File: src/rtl/pc_fetch_unit.sv
// Instruction-fetch stage: PC register, next-PC selection, IF/ID pipeline register,
// halt detection and illegal-fetch fault handling.
module pc_fetch_unit #(
  parameter logic [31:0] RESET_PC  = 32'h0000_0000,
  parameter int unsigned MEM_WORDS = 64,
  parameter logic [31:0] HALT_WORD = 32'hFFFF_FFFF
) (
  input  logic        CLK,
  input  logic        RESET,
  input  logic        Stall,
  input  logic        Branch_taken,
  input  logic [31:0] Branch_target,
  input  logic        Jump,
  input  logic [25:0] Jump_index,
  input  logic [31:0] Instruction,
  output logic [31:0] Read_address,
  output logic [31:0] IF_ID_Instruction,
  output logic [31:0] IF_ID_PC_plus4,
  output logic        IF_ID_Valid,
  output logic        Halted,
  output logic        Fault
);

  typedef enum logic [1:0] {BOOT, RUN, HALT, FAULT} state_t;

  localparam logic [32:0] PC_LIMIT = 33'(MEM_WORDS) * 33'd4;

  state_t      state, state_next;
  logic [31:0] pc, pc_plus4, sel_pc;
  logic        redirect, illegal, halt_hit;

  assign Read_address = pc;
  assign pc_plus4     = pc + 32'd4;
  assign redirect     = Jump | Branch_taken;

  always_comb begin
    sel_pc = pc_plus4;
    if (Jump)              sel_pc = {pc_plus4[31:28], Jump_index, 2'b00};
    else if (Branch_taken) sel_pc = Branch_target;
    else if (Stall)        sel_pc = pc;
  end

  // Fault is evaluated on the selected PC and takes priority over halt.
  assign illegal  = (sel_pc[1:0] != 2'b00) || ({1'b0, sel_pc} >= PC_LIMIT);
  assign halt_hit = !redirect && !Stall && (Instruction == HALT_WORD);

  always_ff @(posedge CLK or negedge RESET) begin
    if (!RESET) state <= BOOT;
    else        state <= state_next;
  end

  always_comb begin
    state_next = state;
    case (state)
      BOOT: state_next = RUN;
      RUN: begin
        if (illegal)       state_next = FAULT;
        else if (halt_hit) state_next = HALT;
      end
      default: state_next = state;
    endcase
  end

  always_comb begin
    Halted = (state == HALT);
    Fault  = (state == FAULT);
  end

  always_ff @(posedge CLK or negedge RESET) begin
    if (!RESET) begin
      pc                <= RESET_PC;
      IF_ID_Instruction <= '0;
      IF_ID_PC_plus4    <= '0;
      IF_ID_Valid       <= 1'b0;
    end else if (state == RUN) begin
      if (illegal || halt_hit) begin
        IF_ID_Instruction <= '0;
        IF_ID_PC_plus4    <= '0;
        IF_ID_Valid       <= 1'b0;
      end else begin
        pc <= sel_pc;
        if (redirect) begin
          IF_ID_Instruction <= '0;
          IF_ID_PC_plus4    <= '0;
          IF_ID_Valid       <= 1'b0;
        end else if (!Stall) begin
          IF_ID_Instruction <= Instruction;
          IF_ID_PC_plus4    <= pc_plus4;
          IF_ID_Valid       <= 1'b1;
        end
      end
    end
  end

endmodule

File: config.mk
export PLATFORM = sky130hd
export DESIGN_NAME = pc_fetch_unit
export DESIGN_NICKNAME = d
export VERILOG_FILES = /design/src/rtl/pc_fetch_unit.sv
export SDC_FILE = /design/constraint.sdc
export NUM_CORES = 1
export LEC_CHECK = 0
export BUFFER_PORTS_ARGS = -buffer_cell sky130_fd_sc_hd__buf_2
export CAP_MARGIN = 10
export CORE_UTILIZATION = 49
export DETAILED_ROUTE_END_ITERATION = 8
export HOLD_SLACK_MARGIN = 0.08
export PLACE_DENSITY = 0.81
export SLEW_MARGIN = 20
export SYNTH_ARGS = -nofsm -noshare
export SYNTH_HDL_FRONTEND = slang
export SYNTH_SLANG_ARGS = --single-unit
File: constraint.sdc
create_clock -name CLK -period 4 [get_ports CLK]
set_input_delay 0.2 -clock CLK [delete_from_list [all_inputs] [get_ports CLK]]
set_output_delay 0.2 -clock CLK [all_outputs]
set_load 0.03 [all_outputs]
==> results of run 1 <==
[report_power, final]
group	internal (µW)	leakage, µW	switching (µW)
Combinational	68.6	0.00187	75.3
Clock	240	0.0000945	371
Sequential	1000	0.00136	0.385
[cell type report]
type / count / share of cell area, %
tap: 129 / 2.53
multi-input combinational: 315 / 34.0
inverter: 9 / 0.529
clock inverter: 6 / 0.901
sequential: 99 / 38.8
timing repair buffer: 232 / 21.3
clock buffer: 10 / 2.00
[cell families after synthesis]
family	synth area share, %
compound gates	15.9
xor+xnor	2.54
fa+ha+maj	0.259
buf+inv	3.86
flops	51.2
mux	2.92
simple gates	23.3
[cells in the final DEF, fill, tap and decap left out, types with 3 or more instances in the layout]
master,netlist,layout
a22o_1,19,19
nand2_1,18,18
and2_1,53,53
nor3_1,6,6
a22o_2,18,18
nand2b_1,3,3
dlygate4sd3_1,0,29
or4_4,3,3
mux2i_1,7,7
or4_1,3,3
nand4_1,21,21
nor4_1,18,18
xnor2_1,7,7
inv_1,9,9
nand3b_1,3,3
dfrtp_1,99,99
a31oi_1,7,7
buf_2,8,192
buf_4,5,9
a21oi_1,13,13
a21o_1,3,3
and3_1,5,5
nand4b_1,3,3
mux2_4,4,4
o21ai_0,15,15
xor2_1,7,7
clkbuf_8,0,9
o31ai_1,4,4
clkinv_4,0,4
nand3_1,14,14
nor2_1,20,20
a211oi_1,4,4
or3_1,4,4
[worst min path at each step]
stage,start,to,slack [ps],depth (start not counted)
2_1_floorplan,RESET,IF_ID_Instruction[0]$_DFFE_PN0P_,-100,0
3_3_place_gp,RESET,Read_address[11]$_DFFE_PN0P_,330,1
3_5_place_dp,RESET,Read_address[11]$_DFFE_PN0P_,340,1
4_1_cts,Instruction[16],IF_ID_Instruction[16]$_DFFE_PN0P_,80,2
5_1_grt,Instruction[31],IF_ID_Instruction[31]$_DFFE_PN0P_,90,2
6_report,Instruction[16],IF_ID_Instruction[16]$_DFFE_PN0P_,100,2
[registers in the layout (all words and copies together), names as in the netlist]
signal	count
IF_ID_Instruction	32
IF_ID_PC_plus4	32
IF_ID_Valid	1
Read_address	32
state	2
[metrics by stage]
step	power, µW	worst slack (ps)	utilization [%]
floorplan	1060	661	-
global placement	1140	517	62.8
detailed placement	1140	527	62.8
CTS	1760	500	67.9
global route	1820	291	67.9
finish	1760	479	67.9
[routing by layer]
layer | wire (µm) | GRT usage (%) | vias up
li1 | - | - | 2109
met1 | 5920 | 35.7 | 2227
met2 | 7070 | 49.1 | 261
met3 | 1130 | 6.76 | 32
met4 | 323 | 10.3 | 0
met5 | 0 | 0 | -
==> reports/results.ini, run 1 <==
[place]
dp.cells = 755
postPlaceCellArea_um2 = 5910
place_congestion = 0.903
dp_hpwl_um = 10000
io_buffers = 193

[timing]
rsz0062_at_grt = no
fin_setup_tns_ps = 0
holdWs_ps = 97.2
finalCriticalPeriod_ps = 3520
fin_crit_sh_pct = 88.0
setup_violations = 0
finClkSkew_ps = 21.6
slew_viol_final = 0
finalHoldViolCount = 0
fmax_ghz = 0.284
slew_headroom_pct = 46.1
worstMarginPinSlew_ps = 809

[logic_synthesis]
netlist_instances = 450
yosysUniqueCellTypes = 59
syn_nets = 546
synth_edf_count = 0
ys.flop_type = dfrtp_1
yosysSeqAreaShare_pct = 51.2
ys_warn_count = 0
synthesis.area_um2 = 4830
ys_ff_latch = 99
async_reset_ff_share_pct = 100
yosysMostFrequentCell = dfrtp_1
avgSynthCellArea_um2 = 10.7
synth_common_cells = 99 x dfrtp_1, 53 x and2_1, 21 x nand4_1
netlist.area_leader.share_pct = 51.2
synth.top_cells.by_area = dfrtp_1 51%, and2_1 6.9%, a22o_2 3.7%
yosys.area.top_type = dfrtp_1

[critical_path]
startpoint = Read_address[13]$_DFFE_PN0P_
rr_worst_depth = 9
regToRegSetupSlack_ps = 480
critPathCapture = Read_address[3]$_DFFE_PN0P_
critPathBufInv = 1
cpMaxStageDelayCell = or4_4
crit_arrival_ps = 3770
worstSetupPathType = flop to flop
cp-end-kind = flop
path_max_fanout = 13
reg2reg_to = Read_address[3]$_DFFE_PN0P_
critPathMaxStageDelay_ps = 580
r2r-start = Read_address[13]$_DFFE_PN0P_
cp.required_ps = 4250
start_kind = flop
worst-path-stages = 9
crit_path_cell_trace = nand4_1 -> or4_4 -> or4_4 -> a211oi_1 -> nand3_1 -> a211oi_1 -> nand4_1 -> buf_4 -> mux2_4
path_delay_family = simple AND/OR/NAND/NOR gates

[min_path]
holdCritPathClass = input pin to flop

[clock_network]
cts-buffers-inserted = 9
htreeDepth = 3
clk_pin_slew_ps = 100
root_buffer = clkbuf_8
cts_resized = 0
clk_latency_ps = 370
cts_tree = done
cts_hold_buffers = 29
cts_setup_buffers = 0
clockBufferDepth = 2
cts.sinks = 99

[drt]
vias = 4629
drt_pass1_iterations = 5
wl_um = 14400
post_drt_wl_per_cell_um = 18.0
postRouteAntennaNets = 0
via_per_inst = 5.79
drc = 0
drt_iter0_drc = 228

[flow_run]
maxCapViolCount = 0

[global_routing]
grt_max_degree = 66
grt-ovfl-total = 0
grt_pass1_vias = 4522
antenna_found_initial = 0
globalRouteTotalUtil_pct = 28.7
grt_first_pass_wirelength_um = 22700

[layout]
fill_cells = 722
stdcell_count = 800
finalNetCount = 762
drive_gt1_share_pct = 37.6
stdcell_area_um2 = 6390
antenna_cells = 0
syn_to_final_growth_pct = 32.1
multiInputGateArea_um2 = 2170
seqCellArea_um2 = 2480

[floorplan]
die_h_um = 101
io_pins = 194
initial_core_util_pct = 51.3
rows = 35
fp.dieW_um = 101
design.die.area_um2 = 10300
core-area_um2 = 9420

[power]
ir_drop_uv = 158
total_leakage_power_uw = 0.00333
powerDensity_nw_per_um2 = 275

[outcome]
status = finished, final reports clean

(Power assumes the default switching activity.)
==> run 2, diff against run 1 <==
Settings changed: RECOVER_POWER set to 50.
==> run 2 against run 1 <==
Against the previous run:
- first-iteration DRC count is 25% higher
- non-clock buffer count unchanged
- the run now ends with capacitance limit, slew limit left
- count of clock-buffer cells in the layout did not move
- clock skew shrank 1.9 ps
- highest routed layer unchanged
- global-route usage unchanged
- largest power group unchanged
- via count barely moved
==> reports/results.ini, run 2 (synthesized netlist as in run 1, its figures left out) <==
[outcome]
status = finished, violations left  ; was finished, final reports clean
violations = capacitance limit, slew limit

[timing]
fin_setup_tns_ps = 0  ; unchanged
holdWs_ps = 92.2  ; was 97.2 ps
worstMarginPinSlew_ps = 1590  ; was 809 ps
rsz0062_at_grt = no  ; unchanged
slew_viol_final = 64  ; was 0
finalHoldViolCount = 0  ; unchanged
fin_crit_sh_pct = 88.2  ; was 88.0%
slew_headroom_pct = -5.70  ; was 46.1%
finalCriticalPeriod_ps = 3530  ; was 3520 ps
fmax_ghz = 0.283  ; was 0.284 GHz
finClkSkew_ps = 19.6  ; was 21.6 ps
setup_violations = 0  ; unchanged

[min_path]
hold_depth = 2  ; unchanged
min_from = Instruction[16]  ; unchanged
holdCritPathClass = input pin to flop  ; unchanged

[drt]
via_per_inst = 5.78  ; was 5.79
wl_um = 14500  ; was 14,400 µm
drc = 0  ; unchanged
postRouteAntennaNets = 0  ; unchanged
post_drt_wl_per_cell_um = 18.1  ; was 18.0 µm
drt_iter0_drc = 284  ; was 228
drt_pass1_iterations = 5  ; unchanged
vias = 4626  ; was 4,629

[place]
dp_hpwl_um = 10000  ; unchanged
place_congestion = 0.903  ; unchanged
io_buffers = 193  ; unchanged

[critical_path]
startpoint = Read_address[2]$_DFFE_PN0P_  ; was Read_address[13]$_DFFE_PN0P_
worstSetupPathType = flop to flop  ; unchanged
path_max_fanout = 13  ; unchanged
cp-end-kind = flop  ; unchanged
cp.required_ps = 4260  ; was 4250 ps
crit_arrival_ps = 3790  ; was 3770 ps
start_kind = flop  ; unchanged
cpMaxStageDelayCell = or4_1  ; was or4_4
critPathMaxStageDelay_ps = 550  ; was 580 ps
crit_path_cell_trace = ha_1 -> nand2_1 -> or4_1 -> o21a_1 -> o41ai_1 -> o21ai_0 -> a211oi_1 -> nand4_1 -> buf_4 -> mux2_4  ; was nand4_1 -> or4_4 -> or4_4 -> a211oi_1 -> nand3_1 -> a211oi_1 -> nand4_1 -> buf_4 -> mux2_4
rr_worst_depth = 10  ; was 9
r2r-start = Read_address[2]$_DFFE_PN0P_  ; was Read_address[13]$_DFFE_PN0P_

[layout]
drive_gt1_share_pct = 24.7  ; was 37.6%
antenna_cells = 0  ; unchanged
syn_to_final_growth_pct = 29.9  ; was 32.1%
most-common-layout-cells = 106 x buf_2, 99 x dfrtp_1, 87 x clkbuf_1, 53 x and2_1, 29 x dlygate4sd3_1  ; was 192 x buf_2, 99 x dfrtp_1, 53 x and2_1, 29 x dlygate4sd3_1, 21 x nand4_1
final_common_cell = buf_2  ; unchanged
fill_cells = 783  ; was 722
finalNetCount = 762  ; unchanged

[global_routing]
antenna_found_initial = 0  ; unchanged
grt_max_degree = 66  ; unchanged
grt_pass1_vias = 4522  ; unchanged
grt_first_pass_wirelength_um = 22700  ; unchanged
globalRouteTotalUtil_pct = 28.7  ; unchanged
grt-ovfl-total = 0  ; unchanged

[power]
ir_drop_uv = 156  ; was 158 µV
internal_power_uw = 1310  ; about the same
swShare_pct = 25.6  ; was 25.5%
seq_power_share_pct = 56.9  ; was 57.0%
total_leakage_power_uw = 0.00295  ; was 0.00333 µW
p_switching_uw = 451  ; was 447 µW
power_frac_clock_pct = 34.9  ; was 34.8%
combPwrFrac_pct = 8.2  ; about the same
powerDensity_nw_per_um2 = 280  ; was 275 nW/µm²

[floorplan]
die_h_um = 101  ; unchanged
core-area_um2 = 9420  ; unchanged
design.die.area_um2 = 10300  ; unchanged
fp.dieW_um = 101  ; unchanged
rows = 35  ; unchanged
io_pins = 194  ; unchanged
initial_core_util_pct = 51.3  ; unchanged

[clock_network]
cts.sinks = 99  ; unchanged
clk_latency_ps = 370  ; about the same
root_buffer = clkbuf_8  ; unchanged
cts_tree = done  ; unchanged
cts_resized = 0  ; unchanged
htreeDepth = 3  ; unchanged
clockBufferDepth = 2  ; unchanged
cts-buffers-inserted = 9  ; unchanged
cts_hold_buffers = 29  ; unchanged
cts_setup_buffers = 0  ; unchanged
clk_pin_slew_ps = 100  ; about the same

[flow_run]
maxCapViolCount = 1  ; was 0

[run 2: cell types whose count changed in the layout (fill, tap and decap cells not counted), sizes merged]
cell,change
clkbuf,+87
buf,-87
[run 2: routing by layer]
| layer | vias to the layer above | wire length (µm) | track usage (%) |
|---|---|---|---|
| met5 | - | 0 | 0 |
| met4 | 0 | 351 | 10.3 |
| met3 | 36 | 1190 | 6.76 |
| met2 | 275 | 7020 | 49.1 |
| met1 | 2203 | 5950 | 35.7 |
| li1 | 2112 | - | - |
[run 2: final timing paths]
check	slack, ps	endpoint
max	470	Read_address[3]$_DFFE_PN0P_
min	90	IF_ID_Instruction[16]$_DFFE_PN0P_
max reg2reg	470	Read_address[3]$_DFFE_PN0P_
min reg2reg	490	IF_ID_PC_plus4[6]$_DFFE_PN0P_
max in group asynchronous	1990	Read_address[16]$_DFFE_PN0P_
min in group asynchronous	750	IF_ID_PC_plus4[3]$_DFFE_PN0P_
[run 2: layout make-up]
cell class | instances | area (µm²) | area share, %
Sequential cell | 99 | 2480 | 39.5
Multi-Input combinational cell | 315 | 2170 | 34.6
Timing Repair Buffer | 232 | 1250 | 19.9
Tap cell | 129 | 161 | 2.57
Clock buffer | 10 | 128 | 2.03
Clock inverter | 6 | 57.6 | 0.917
Inverter | 9 | 33.8 | 0.538
[run 2: worst max-delay path, delay by kind of cell, from the launching register on]
kind            cells  cell delay [ps]
fa+ha+maj           1              370
mux                 1              310
simple gates        3              890
compound gates      4             1140
buf+inv             1              250
flops               1              450
[run 2: per-stage QoR]
stage / power (µW) / cell area, µm² / std cells / utilization (%) / setup WS, ps
final: 1760 / 6280 / 800 / 66.7 / 471
after global routing: 1820 / 6280 / 800 / 66.7 / 291
after CTS: 1760 / 6390 / 800 / 67.9 / 500
after detailed placement: 1140 / 5910 / 755 / 62.8 / 527
after global placement: 1140 / 5910 / 755 / 62.8 / 517
after floorplan: 1060 / 4830 / 450 / - / 661
[run 2: power by group through the flow]
stage	clock, µW	sequential, µW	combinational (µW)
6_report	615	1000	144
5_1_grt	658	1000	158
4_1_cts	616	1000	142
3_5_place_dp	0	1020	120
3_3_place_gp	0	1020	118
2_1_floorplan	0	1020	34.0
==> run 3, diff against run 2 <==
Clock period 4 ns to 3.82 ns, I/O delays scaled along.
==> run 3 against run 2 <==
Against the previous run:
- the flow still finishes with violations (capacitance limit, slew limit)
- largest power group unchanged
- worst setup slack worse by 110 ps
- cell count down 0.38%
- die area unchanged
- largest cell class unchanged
==> reports/results.ini, run 3 (synthesized netlist as in run 1, its figures left out) <==
[outcome]
status = finished, violations left  ; unchanged
violations = capacitance limit, slew limit  ; unchanged

[layout]
final_common_cell = buf_2  ; unchanged
fill_cells = 780  ; was 783
antenna_cells = 0  ; unchanged
finalNetCount = 760  ; was 762
syn_to_final_growth_pct = 29.6  ; was 29.9%
drive_gt1_share_pct = 25.9  ; was 24.7%
most-common-layout-cells = 113 x buf_2, 99 x dfrtp_1, 79 x clkbuf_1, 53 x and2_1, 27 x dlygate4sd3_1  ; was 106 x buf_2, 99 x dfrtp_1, 87 x clkbuf_1, 53 x and2_1, 29 x dlygate4sd3_1
seqCellArea_um2 = 2480  ; unchanged
multiInputGateArea_um2 = 2170  ; unchanged

[power]
swShare_pct = 25.7  ; was 25.6%
power_frac_clock_pct = 34.9  ; about the same
p_switching_uw = 473  ; was 451 µW
ir_drop_uv = 194  ; was 156 µV
seq_power_share_pct = 57.0  ; was 56.9%
powerDensity_nw_per_um2 = 294  ; was 280 nW/µm²
fin_total_pwr_uw = 1840  ; was 1760 µW
internal_power_uw = 1370  ; was 1310 µW
combPwrFrac_pct = 8.1  ; was 8.2%
total_leakage_power_uw = 0.00297  ; was 0.00295 µW

[critical_path]
worstSetupPathType = flop to flop  ; unchanged
path_max_fanout = 30  ; was 13
cp-end-kind = flop  ; unchanged
critPathMaxStageDelay_ps = 530  ; was 550 ps
crit_path_cell_trace = ha_1 -> nand2_1 -> or4_1 -> o21a_1 -> o41ai_1 -> o21ai_0 -> a211oi_1 -> nand4_1 -> buf_4 -> mux2_4  ; unchanged
path_delay_family = compound AO/OA/AOI/OAI gates  ; unchanged
crit_arrival_ps = 3720  ; was 3790 ps
critPathBufInv = 1  ; unchanged
cpMaxStageDelayCell = or4_1  ; unchanged
cp.required_ps = 4070  ; was 4260 ps
start_kind = flop  ; unchanged
regToRegSetupSlack_ps = 360  ; was 470 ps

[global_routing]
grt_pass1_vias = 4528  ; was 4,522
grt_first_pass_wirelength_um = 22900  ; was 22,700 µm
antenna_found_initial = 0  ; unchanged
grt_max_degree = 71  ; was 66
grt-ovfl-total = 0  ; unchanged
globalRouteTotalUtil_pct = 28.7  ; about the same

[drt]
drc = 0  ; unchanged
wl_um = 14400  ; was 14,500 µm
drt_pass1_iterations = 5  ; unchanged
vias = 4625  ; was 4,626
via_per_inst = 5.80  ; was 5.78
postRouteAntennaNets = 0  ; unchanged
drt_iter0_drc = 239  ; was 284
post_drt_wl_per_cell_um = 18.1  ; about the same

[place]
dp_hpwl_um = 9990  ; was 10,000 µm
io_buffers = 193  ; unchanged
place_congestion = 0.953  ; was 0.903

[timing]
setup_violations = 0  ; unchanged
slew_headroom_pct = -14.7  ; was -5.70%
fmax_ghz = 0.289  ; was 0.283 GHz
finalCriticalPeriod_ps = 3460  ; was 3530 ps
fin_crit_sh_pct = 90.7  ; was 88.2%
rsz0062_at_grt = no  ; unchanged
finClkSkew_ps = 14.7  ; was 19.6 ps
worstMarginPinSlew_ps = 1720  ; was 1590 ps
finalHoldViolCount = 0  ; unchanged
slew_viol_final = 71  ; was 64
fin_setup_tns_ps = 0  ; unchanged

[floorplan]
core-area_um2 = 9420  ; unchanged
io_pins = 194  ; unchanged
rows = 35  ; unchanged
initial_core_util_pct = 51.3  ; unchanged
design.die.area_um2 = 10300  ; unchanged
fp.dieW_um = 101  ; unchanged
die_h_um = 101  ; unchanged

[clock_network]
htreeDepth = 3  ; unchanged
cts-buffers-inserted = 9  ; unchanged
cts_resized = 0  ; unchanged
root_buffer = clkbuf_8  ; unchanged
clk_latency_ps = 360  ; was 370 ps
clk_pin_slew_ps = 110  ; was 100 ps
clockBufferDepth = 2  ; unchanged
cts.sinks = 99  ; unchanged
cts_tree = done  ; unchanged

[flow_run]
maxCapViolCount = 1  ; unchanged

[min_path]
holdCritPathClass = input pin to flop  ; unchanged

[run 3: changes by cell type in the layout (fill, tap and decap cells not counted), sizes merged]
cell and change:
clkinv -1, buf +7, dlygate4sd3 -2, inv +1
clkbuf -8
[run 3: repair_timing]
item / in CTS / in global routing
endpoints found under the setup margin: 0 / 0
hold buffers: 27 / 0
setup buffers: 0 / 0
endpoints found under the hold margin: 95 / 0
[run 3: area by class of cell]
cell class / instances / share of cell area (%)
clock buffer: 9 / 1.98
clock inverter: 6 / 0.919
inverter: 9 / 0.539
tap: 129 / 2.58
multi-input combinational: 315 / 34.7
timing repair buffer: 230 / 19.8
sequential: 99 / 39.6
[run 3: path summary, 6_finish.rpt]
| path | startpoint | depth (start not counted) | endpoint |
|---|---|---|---|
| worst max-delay path | Read_address[2]$_DFFE_PN0P_ | 10 | Read_address[5]$_DFFE_PN0P_ |
| worst min-delay path | Instruction[4] | 2 | IF_ID_Instruction[4]$_DFFE_PN0P_ |
| worst max register to register | Read_address[2]$_DFFE_PN0P_ | 10 | Read_address[5]$_DFFE_PN0P_ |
| worst min register to register | IF_ID_PC_plus4[6]$_DFFE_PN0P_ | 1 | IF_ID_PC_plus4[6]$_DFFE_PN0P_ |
| max in group asynchronous | RESET | 3 | Read_address[23]$_DFFE_PN0P_ |
| min in group asynchronous | RESET | 2 | Read_address[4]$_DFFE_PN0P_ |
[run 3: layer usage]
metal  track usage (%)  vias to the layer above  routed length, µm
li1                  -                     2100                  -
met1              36.0                     2223               5860
met4              11.4                        0                338
met3              5.73                       38               1120
met5                 0                        -                  0
met2              48.8                      264               7090
[run 3: metrics by stage]
stage | std cells | cell area [µm²] | hold WS, ps | setup slack [ps] | util [%]
after detailed placement | 755 | 5910 | 366 | 448 | 62.8
after global placement | 755 | 5910 | 347 | 541 | 62.8
after floorplan | 450 | 4830 | -105 | 481 | -
after global routing | 797 | 6260 | 89.3 | 196 | 66.5
final | 797 | 6260 | 96.3 | 356 | 66.5
after CTS | 797 | 6360 | 82.0 | 415 | 67.6
[run 3: power groups by stage]
stage	Sequential [µW]	Clock, µW	Combinational [µW]
global route	1050	696	164
global placement	1070	0	123
finish	1050	643	149
CTS	1050	649	148
floorplan	1070	0	35.6
detailed placement	1070	0	126
